[config.mk]
export PLATFORM = sky130hd
export DESIGN_NAME = sseg_scan_decoder
export DESIGN_NICKNAME = d
export VERILOG_FILES = /design/src/rtl/sseg_pkg.sv /design/src/rtl/sseg_glyph_decode.sv /design/src/rtl/sseg_scan_decoder.sv
export SDC_FILE = /design/constraint.sdc
export NUM_CORES = 1
export LEC_CHECK = 0
export CELL_PAD_IN_SITES_DETAIL_PLACEMENT = 0
export CELL_PAD_IN_SITES_GLOBAL_PLACEMENT = 2
export CORE_MARGIN = 2
export CORE_UTILIZATION = 41
export CTS_CLUSTER_DIAMETER = 60
export DETAILED_ROUTE_END_ITERATION = 8
export PLACE_DENSITY = 0.9
export SYNTH_ARGS = -nofsm -noshare
export SYNTH_HDL_FRONTEND = slang
export SYNTH_SLANG_ARGS = --single-unit
[constraint.sdc]
create_clock -name clk -period 4.24 [get_ports clk]
set_input_delay 0.636 -clock clk [delete_from_list [all_inputs] [get_ports clk]]
set_output_delay 0.636 -clock clk [all_outputs]
set_load 0.02 [all_outputs]
[src/rtl/sseg_pkg.sv]
// Shared seven-segment definitions: glyph table, invalid-digit code and scan decoder states.
// The display driver encodes from the same glyph table, so driver and checker always agree.
package sseg_pkg;

    localparam int DIGITS_DEFAULT = 4;

    localparam logic [3:0] BCD_INVALID = 4'hF;

    // Active-high segment patterns, bit order {g,f,e,d,c,b,a}
    localparam logic [6:0] GLYPH_0 = 7'h3F;
    localparam logic [6:0] GLYPH_1 = 7'h06;
    localparam logic [6:0] GLYPH_2 = 7'h5B;
    localparam logic [6:0] GLYPH_3 = 7'h4F;
    localparam logic [6:0] GLYPH_4 = 7'h66;
    localparam logic [6:0] GLYPH_5 = 7'h6D;
    localparam logic [6:0] GLYPH_6 = 7'h7D;
    localparam logic [6:0] GLYPH_7 = 7'h07;
    localparam logic [6:0] GLYPH_8 = 7'h7F;
    localparam logic [6:0] GLYPH_9 = 7'h6F;

    typedef enum logic [1:0] {
        SEARCH  = 2'd0,
        COLLECT = 2'd1,
        LOST    = 2'd2
    } scan_state_t;

endpackage

[src/rtl/sseg_glyph_decode.sv]
// Combinational inverse of the glyph table: active-high segment pattern to BCD digit.
// Patterns outside the table report valid=0 and the invalid-digit code.
module sseg_glyph_decode
    import sseg_pkg::*;
(
    input  logic [6:0] seg,
    output logic       valid,
    output logic [3:0] digit
);

    always_comb begin
        valid = 1'b1;
        digit = BCD_INVALID;
        case (seg)
            GLYPH_0: digit = 4'd0;
            GLYPH_1: digit = 4'd1;
            GLYPH_2: digit = 4'd2;
            GLYPH_3: digit = 4'd3;
            GLYPH_4: digit = 4'd4;
            GLYPH_5: digit = 4'd5;
            GLYPH_6: digit = 4'd6;
            GLYPH_7: digit = 4'd7;
            GLYPH_8: digit = 4'd8;
            GLYPH_9: digit = 4'd9;
            default: valid = 1'b0;
        endcase
    end

endmodule

[src/rtl/sseg_scan_decoder.sv]
// Monitors a multiplexed seven-segment anode/cathode scan and rebuilds the displayed BCD frame.
// Reports invalid glyphs, frame stability and loss of scanning.
module sseg_scan_decoder
    import sseg_pkg::*;
#(
    parameter int NUM_DIGITS    = DIGITS_DEFAULT,
    parameter int MIN_DWELL     = 4,
    parameter int STABLE_FRAMES = 2,
    parameter int TIMEOUT       = 4096,
    parameter bit ACTIVE_LOW    = 1'b1
) (
    input  logic                    clk,
    input  logic                    rst_n,
    input  logic [NUM_DIGITS-1:0]   sseg_a_i,
    input  logic [6:0]              sseg_c_i,
    output logic [4*NUM_DIGITS-1:0] bcd_o,
    output logic                    bcd_valid_o,
    output logic                    err_o,
    output logic                    stable_o,
    output logic                    lost_o
);

    localparam int DW = $clog2(MIN_DWELL + 1);
    localparam int SW = $clog2(STABLE_FRAMES + 1);
    localparam int TW = $clog2(TIMEOUT + 1);
    localparam logic [DW-1:0] DWELL_MAX  = DW'(MIN_DWELL);
    localparam logic [SW-1:0] STABLE_MAX = SW'(STABLE_FRAMES);
    localparam logic [TW-1:0] TIME_MAX   = TW'(TIMEOUT);

    logic [NUM_DIGITS-1:0]   anode_raw, anode, anode_prev;
    logic [6:0]              seg_raw, seg, seg_prev;
    logic [DW-1:0]           dwell, dwell_next;
    logic [TW-1:0]           tcnt;
    logic [SW-1:0]           stable_cnt;
    logic [NUM_DIGITS-1:0]   seen;
    logic [4*NUM_DIGITS-1:0] slots;
    logic                    frame_err;
    logic                    qualify, same, capture, frame_done, timeout_hit;
    logic                    glyph_valid;
    logic [3:0]              glyph_digit;
    scan_state_t             state;

    always_ff @(posedge clk or negedge rst_n) begin
        if (!rst_n) begin
            anode_raw  <= '0;
            seg_raw    <= '0;
            anode_prev <= '0;
            seg_prev   <= '0;
            dwell      <= '0;
        end else begin
            anode_raw  <= sseg_a_i;
            seg_raw    <= sseg_c_i;
            anode_prev <= anode;
            seg_prev   <= seg;
            dwell      <= dwell_next;
        end
    end

    assign anode = anode_raw ^ {NUM_DIGITS{ACTIVE_LOW}};
    assign seg   = seg_raw ^ {7{ACTIVE_LOW}};

    assign qualify = (anode != '0) && ((anode & (anode - 1'b1)) == '0);
    assign same    = (anode == anode_prev) && (seg == seg_prev);

    always_comb begin
        dwell_next = '0;
        if (qualify) begin
            if (same && (dwell != '0))
                dwell_next = (dwell == DWELL_MAX) ? DWELL_MAX : dwell + 1'b1;
            else
                dwell_next = DW'(1);
        end
    end

    // A saturated dwell that is still unchanged has already been captured
    assign capture = qualify && (dwell_next == DWELL_MAX) && !(same && (dwell == DWELL_MAX));

    sseg_glyph_decode u_decode (
        .seg   (seg),
        .valid (glyph_valid),
        .digit (glyph_digit)
    );

    assign frame_done  = (state == COLLECT) && (seen == '1);
    assign timeout_hit = !capture && (tcnt == TIME_MAX - 1'b1);
    assign stable_o    = (stable_cnt == STABLE_MAX);

    always_ff @(posedge clk or negedge rst_n) begin
        if (!rst_n) begin
            state       <= SEARCH;
            seen        <= '0;
            slots       <= '0;
            frame_err   <= 1'b0;
            tcnt        <= '0;
            stable_cnt  <= '0;
            bcd_o       <= '0;
            bcd_valid_o <= 1'b0;
            err_o       <= 1'b0;
            lost_o      <= 1'b0;
        end else begin
            bcd_valid_o <= 1'b0;

            if (capture)
                tcnt <= '0;
            else if (tcnt != TIME_MAX)
                tcnt <= tcnt + 1'b1;

            if (frame_done) begin
                bcd_o       <= slots;
                err_o       <= frame_err;
                bcd_valid_o <= 1'b1;
                if (!frame_err && (slots == bcd_o))
                    stable_cnt <= (stable_cnt == STABLE_MAX) ? STABLE_MAX : stable_cnt + 1'b1;
                else
                    stable_cnt <= frame_err ? SW'(0) : SW'(1);
            end

            // A capture on the completion edge opens the next frame
            if (capture) begin
                seen      <= (frame_done ? '0 : seen) | anode;
                frame_err <= (frame_done ? 1'b0 : frame_err) | !glyph_valid;
                for (int k = 0; k < NUM_DIGITS; k++)
                    if (anode[k])
                        slots[4*k +: 4] <= glyph_digit;
                state  <= COLLECT;
                lost_o <= 1'b0;
            end else if (timeout_hit) begin
                state      <= LOST;
                lost_o     <= 1'b1;
                seen       <= '0;
                frame_err  <= 1'b0;
                stable_cnt <= '0;
            end else if (frame_done) begin
                seen      <= '0;
                frame_err <= 1'b0;
                state     <= SEARCH;
            end
        end
    end

endmodule
==> flow_results.xml <==
<?xml version="1.0" encoding="UTF-8"?>
<metrics>
  <group name="flow_run">
    <metric name="max-cap-violations" unit="">0</metric>
  </group>
  <group name="drt">
    <metric name="detail-route-antenna-nets" unit="">0</metric>
    <metric name="vias" unit="">2660</metric>
    <metric name="met1_length" unit="mm">3.90</metric>
    <metric name="wl_met3" unit="microns">224</metric>
    <metric name="remaining_drc_errors" unit="">0</metric>
    <metric name="drt_iter0_drc" unit="">102</metric>
    <metric name="top_layer_used" unit="">met4</metric>
    <metric name="detail_route.first_pass.iterations" unit="">6</metric>
    <metric name="met2RoutedLength" unit="mm">3.46</metric>
    <metric name="routed_wire_length_per_instance" unit="microns">14.5</metric>
    <metric name="wirelength" unit="mm">7.68</metric>
    <metric name="avgViaCountPerCell" unit="">5.03</metric>
  </group>
  <group name="worst_setup_path">
    <metric name="required" unit="ns">4.44</metric>
    <metric name="critPathKind" unit="">register to register</metric>
    <metric name="setup.worst_path.start_class" unit="">register</metric>
    <metric name="reg2reg_depth" unit="">5</metric>
    <metric name="critical_path.slowest_cell" unit="">a2111oi_0</metric>
    <metric name="cp.buffers_inverters" unit="">0</metric>
    <metric name="arrival" unit="ns">2.74</metric>
    <metric name="cp_top_family" unit="">simple AND/OR/NAND/NOR gates</metric>
    <metric name="cp_cell_sequence" unit="">or3b_2, a2111oi_0, or4_1, nor2b_1, mux2i_1</metric>
    <metric name="cp.depth" unit="">5</metric>
    <metric name="crit_path_max_incr_delay" unit="ns">0.60</metric>
    <metric name="worstSetupEndpointType" unit="">register</metric>
    <metric name="cp_max_fo" unit="">14</metric>
  </group>
  <group name="yosys">
    <metric name="syn-instance-count" unit="">371</metric>
    <metric name="avgSynthCellArea" unit="sq um">10.7</metric>
    <metric name="synth.ff_latch_count" unit="">82</metric>
    <metric name="synth-seq-area-share" unit="%">51.7</metric>
    <metric name="dominantRegCellSynth" unit="">dfrtp_1</metric>
    <metric name="post_syn_area" unit="sq um">3970</metric>
    <metric name="synth_largest_type_area_fraction" unit="%">51.7</metric>
    <metric name="yosys_warnings" unit="">0</metric>
    <metric name="synthMostInstantiatedCell" unit="">dfrtp_1</metric>
    <metric name="synth_top_cell_by_area" unit="">dfrtp_1</metric>
    <metric name="synth_async_sr_flop_share" unit="%">100</metric>
    <metric name="leading_post_synthesis_cells_by_cell_area" unit="">dfrtp_1 52%, nand2_1 5.1%, xnor2_1 4.9%</metric>
    <metric name="synth_commonest_cells" unit="">82 x dfrtp_1, 54 x nand2_1, 31 x nor2_1</metric>
    <metric name="synth-edff-count" unit="">0</metric>
    <metric name="synth.distinct_cells" unit="">56</metric>
    <metric name="post_synthesis_net_count" unit="">390</metric>
  </group>
  <group name="grt">
    <metric name="largest_net_degree_at_the_start_of_global_routing" unit="">83</metric>
    <metric name="grt_first_pass_wirelength" unit="mm">13.7</metric>
    <metric name="groute.usage.overall" unit="%">16.9</metric>
    <metric name="via_count_of_the_first_global_routing_pass" unit="">2677</metric>
    <metric name="grt_overflow_total" unit="">0</metric>
    <metric name="antenna_found_initial" unit="">0</metric>
  </group>
  <group name="pwr">
    <metric name="worst_case_vdd_ir_drop" unit="mV">0.169</metric>
    <metric name="power.leakage" unit="nW">2.09</metric>
    <metric name="power.density_cell_area" unit="nW/um^2">315</metric>
  </group>
  <group name="timing">
    <metric name="rsz0062_at_grt" unit="">false</metric>
    <metric name="worst_pin_slew" unit="ns">1.02</metric>
    <metric name="finalSetupViolCount" unit="">0</metric>
    <metric name="final.period_utilization" unit="%">59.8</metric>
    <metric name="period_needed" unit="ns">2.53</metric>
    <metric name="slew_viol_final" unit="">0</metric>
    <metric name="fin_skew" unit="ns">0.0161</metric>
    <metric name="setup_tns" unit="ns">0</metric>
    <metric name="hold_violations" unit="">0</metric>
    <metric name="fmax" unit="GHz">0.395</metric>
    <metric name="worst_slew_margin_rel" unit="%">32.0</metric>
  </group>
  <group name="clock_tree">
    <metric name="clock_latency" unit="ns">0.35</metric>
    <metric name="post-cts-setup-buffers" unit="">0</metric>
    <metric name="clockRootBuffer" unit="">clkbuf_8</metric>
    <metric name="max-clock-path-buffers" unit="">2</metric>
    <metric name="tritoncts_num_sinks" unit="">82</metric>
    <metric name="post_cts_resized" unit="">0</metric>
    <metric name="cts.clk_slew.worst_paths" unit="ns">0.09</metric>
    <metric name="cts_buffers" unit="">9</metric>
    <metric name="cts_tree" unit="">yes</metric>
    <metric name="cts_hold_repair.buffers" unit="">0</metric>
    <metric name="cts_htree_levels" unit="">3</metric>
  </group>
  <group name="floorplanning">
    <metric name="initial_utilization" unit="%">42.5</metric>
    <metric name="floorplan.io_pins" unit="">33</metric>
    <metric name="chipWidth" unit="microns">102</metric>
    <metric name="floorplan.die.height" unit="microns">102</metric>
    <metric name="die_area" unit="sq um">10500</metric>
    <metric name="coreArea" unit="sq um">9330</metric>
    <metric name="floorplan.rows" unit="">35</metric>
  </group>
  <group name="placement">
    <metric name="place.gp.congestion" unit="">0.817</metric>
    <metric name="place_hpwl" unit="mm">5.27</metric>
    <metric name="port_buffers" unit="">32</metric>
  </group>
  <group name="final_layout">
    <metric name="antennaDiodeCount" unit="">0</metric>
    <metric name="final.fill_count" unit="">906</metric>
    <metric name="layout.core_utilization" unit="%">48.7</metric>
    <metric name="final_nets" unit="">414</metric>
    <metric name="syn2layout_area_growth" unit="%">14.5</metric>
    <metric name="drive_above_1_share" unit="%">12.8</metric>
  </group>
  <group name="hold_path">
    <metric name="worst_hold_path_type" unit="">input pin to asynchronous set/reset pin</metric>
  </group>
  <group name="status">
    <metric name="run_status" unit="">complete, no violations</metric>
  </group>
</metrics>
worst reg2reg max path, stage by stage, from the launching register on:
cell       delay [ns]
dfrtp_1          0.59
or3b_2           0.48
a2111oi_0        0.60
or4_1            0.27
nor2b_1          0.33
mux2i_1          0.13
routing by layer:
layer  GRT usage [%]  up-vias
li1                -     1300
met1            25.2     1308
met2            24.8       43
met3            3.28        9
met4            5.23        0
met5               0        -
placed cells by master (no fill, tap or decap), types with 3 or more instances in the layout:
master,n
nand3_1,8
mux2_2,13
or3_1,6
xnor2_1,22
clkdlybuf4s50_1,31
inv_1,24
nor2_1,31
a21oi_2,4
nor4_1,7
mux2i_1,4
ha_1,6
xor2_1,17
nand2_1,54
clkbuf_8,12
nand2b_1,3
nand4_1,7
nor4_4,4
o21ai_0,7
dfrtp_1,82
nor3_1,8
a21oi_1,4
worst paths after layout:
path	start	slack, ns	endpoint
min in group clk	err_o$_DFFE_PN0P_	0.49	err_o$_DFFE_PN0P_
setup reg to reg	seg_raw[5]$_DFF_PN0_	1.71	slots[5]$_DFFE_PN0P_
hold / removal	rst_n	0.46	anode_raw[3]$_DFF_PN0_
max in group asynchronous	rst_n	3.12	bcd_o[6]$_DFFE_PN0P_
setup / recovery	seg_raw[5]$_DFF_PN0_	1.71	slots[5]$_DFFE_PN0P_
hold reg to reg	err_o$_DFFE_PN0P_	0.49	err_o$_DFFE_PN0P_
layout make-up:
class,instances,area (sq um),share of cell area (%)
Clock inverter,4,33.8,0.743
Inverter,24,90.1,1.98
Tap cell,129,161,3.55
Multi-Input combinational cell,245,1720,37.8
Clock buffer,12,165,3.63
Sequential cell,82,2050,45.2
Timing Repair Buffer,33,325,7.16
metrics by stage:
step / total power, W / setup WS [ns] / hold slack [ns] / std cells / cell area [sq um]
after floorplan: 0.000866 / 2.08 / 0.340 / 371 / 3970
after global placement: 0.000897 / 1.66 / 0.470 / 513 / 4350
after detailed placement: 0.000898 / 1.69 / 0.467 / 513 / 4350
after CTS: 0.00145 / 1.69 / 0.490 / 529 / 4540
after global routing: 0.00150 / 1.49 / 0.539 / 529 / 4540
final: 0.00143 / 1.71 / 0.462 / 529 / 4540
logic make-up after synthesis:
family / synth area share (%)
compound gates: 6.37
buf+inv: 5.01
mux: 4.70
flops: 51.7
xor+xnor: 9.02
fa+ha+maj: 1.89
simple gates: 21.3
sequential cells by signal, summed over array words and instances (netlist names), 2 cells and up:
| name | cells |
|---|---|
| anode_prev | 4 |
| anode_raw | 4 |
| bcd_o | 16 |
| dwell | 3 |
| seen | 4 |
| seg_prev | 7 |
| seg_raw | 7 |
| slots | 16 |
| stable_cnt | 2 |
| state | 2 |
| tcnt | 13 |
power breakdown:
group          total [W]  internal [W]  leakage [nW]  switching, W
Sequential      0.000813      0.000793          1.08     0.0000205
Clock           0.000550      0.000265        0.0992      0.000284
Combinational  0.0000683     0.0000290         0.911     0.0000393
(Power assumes the default switching activity.)
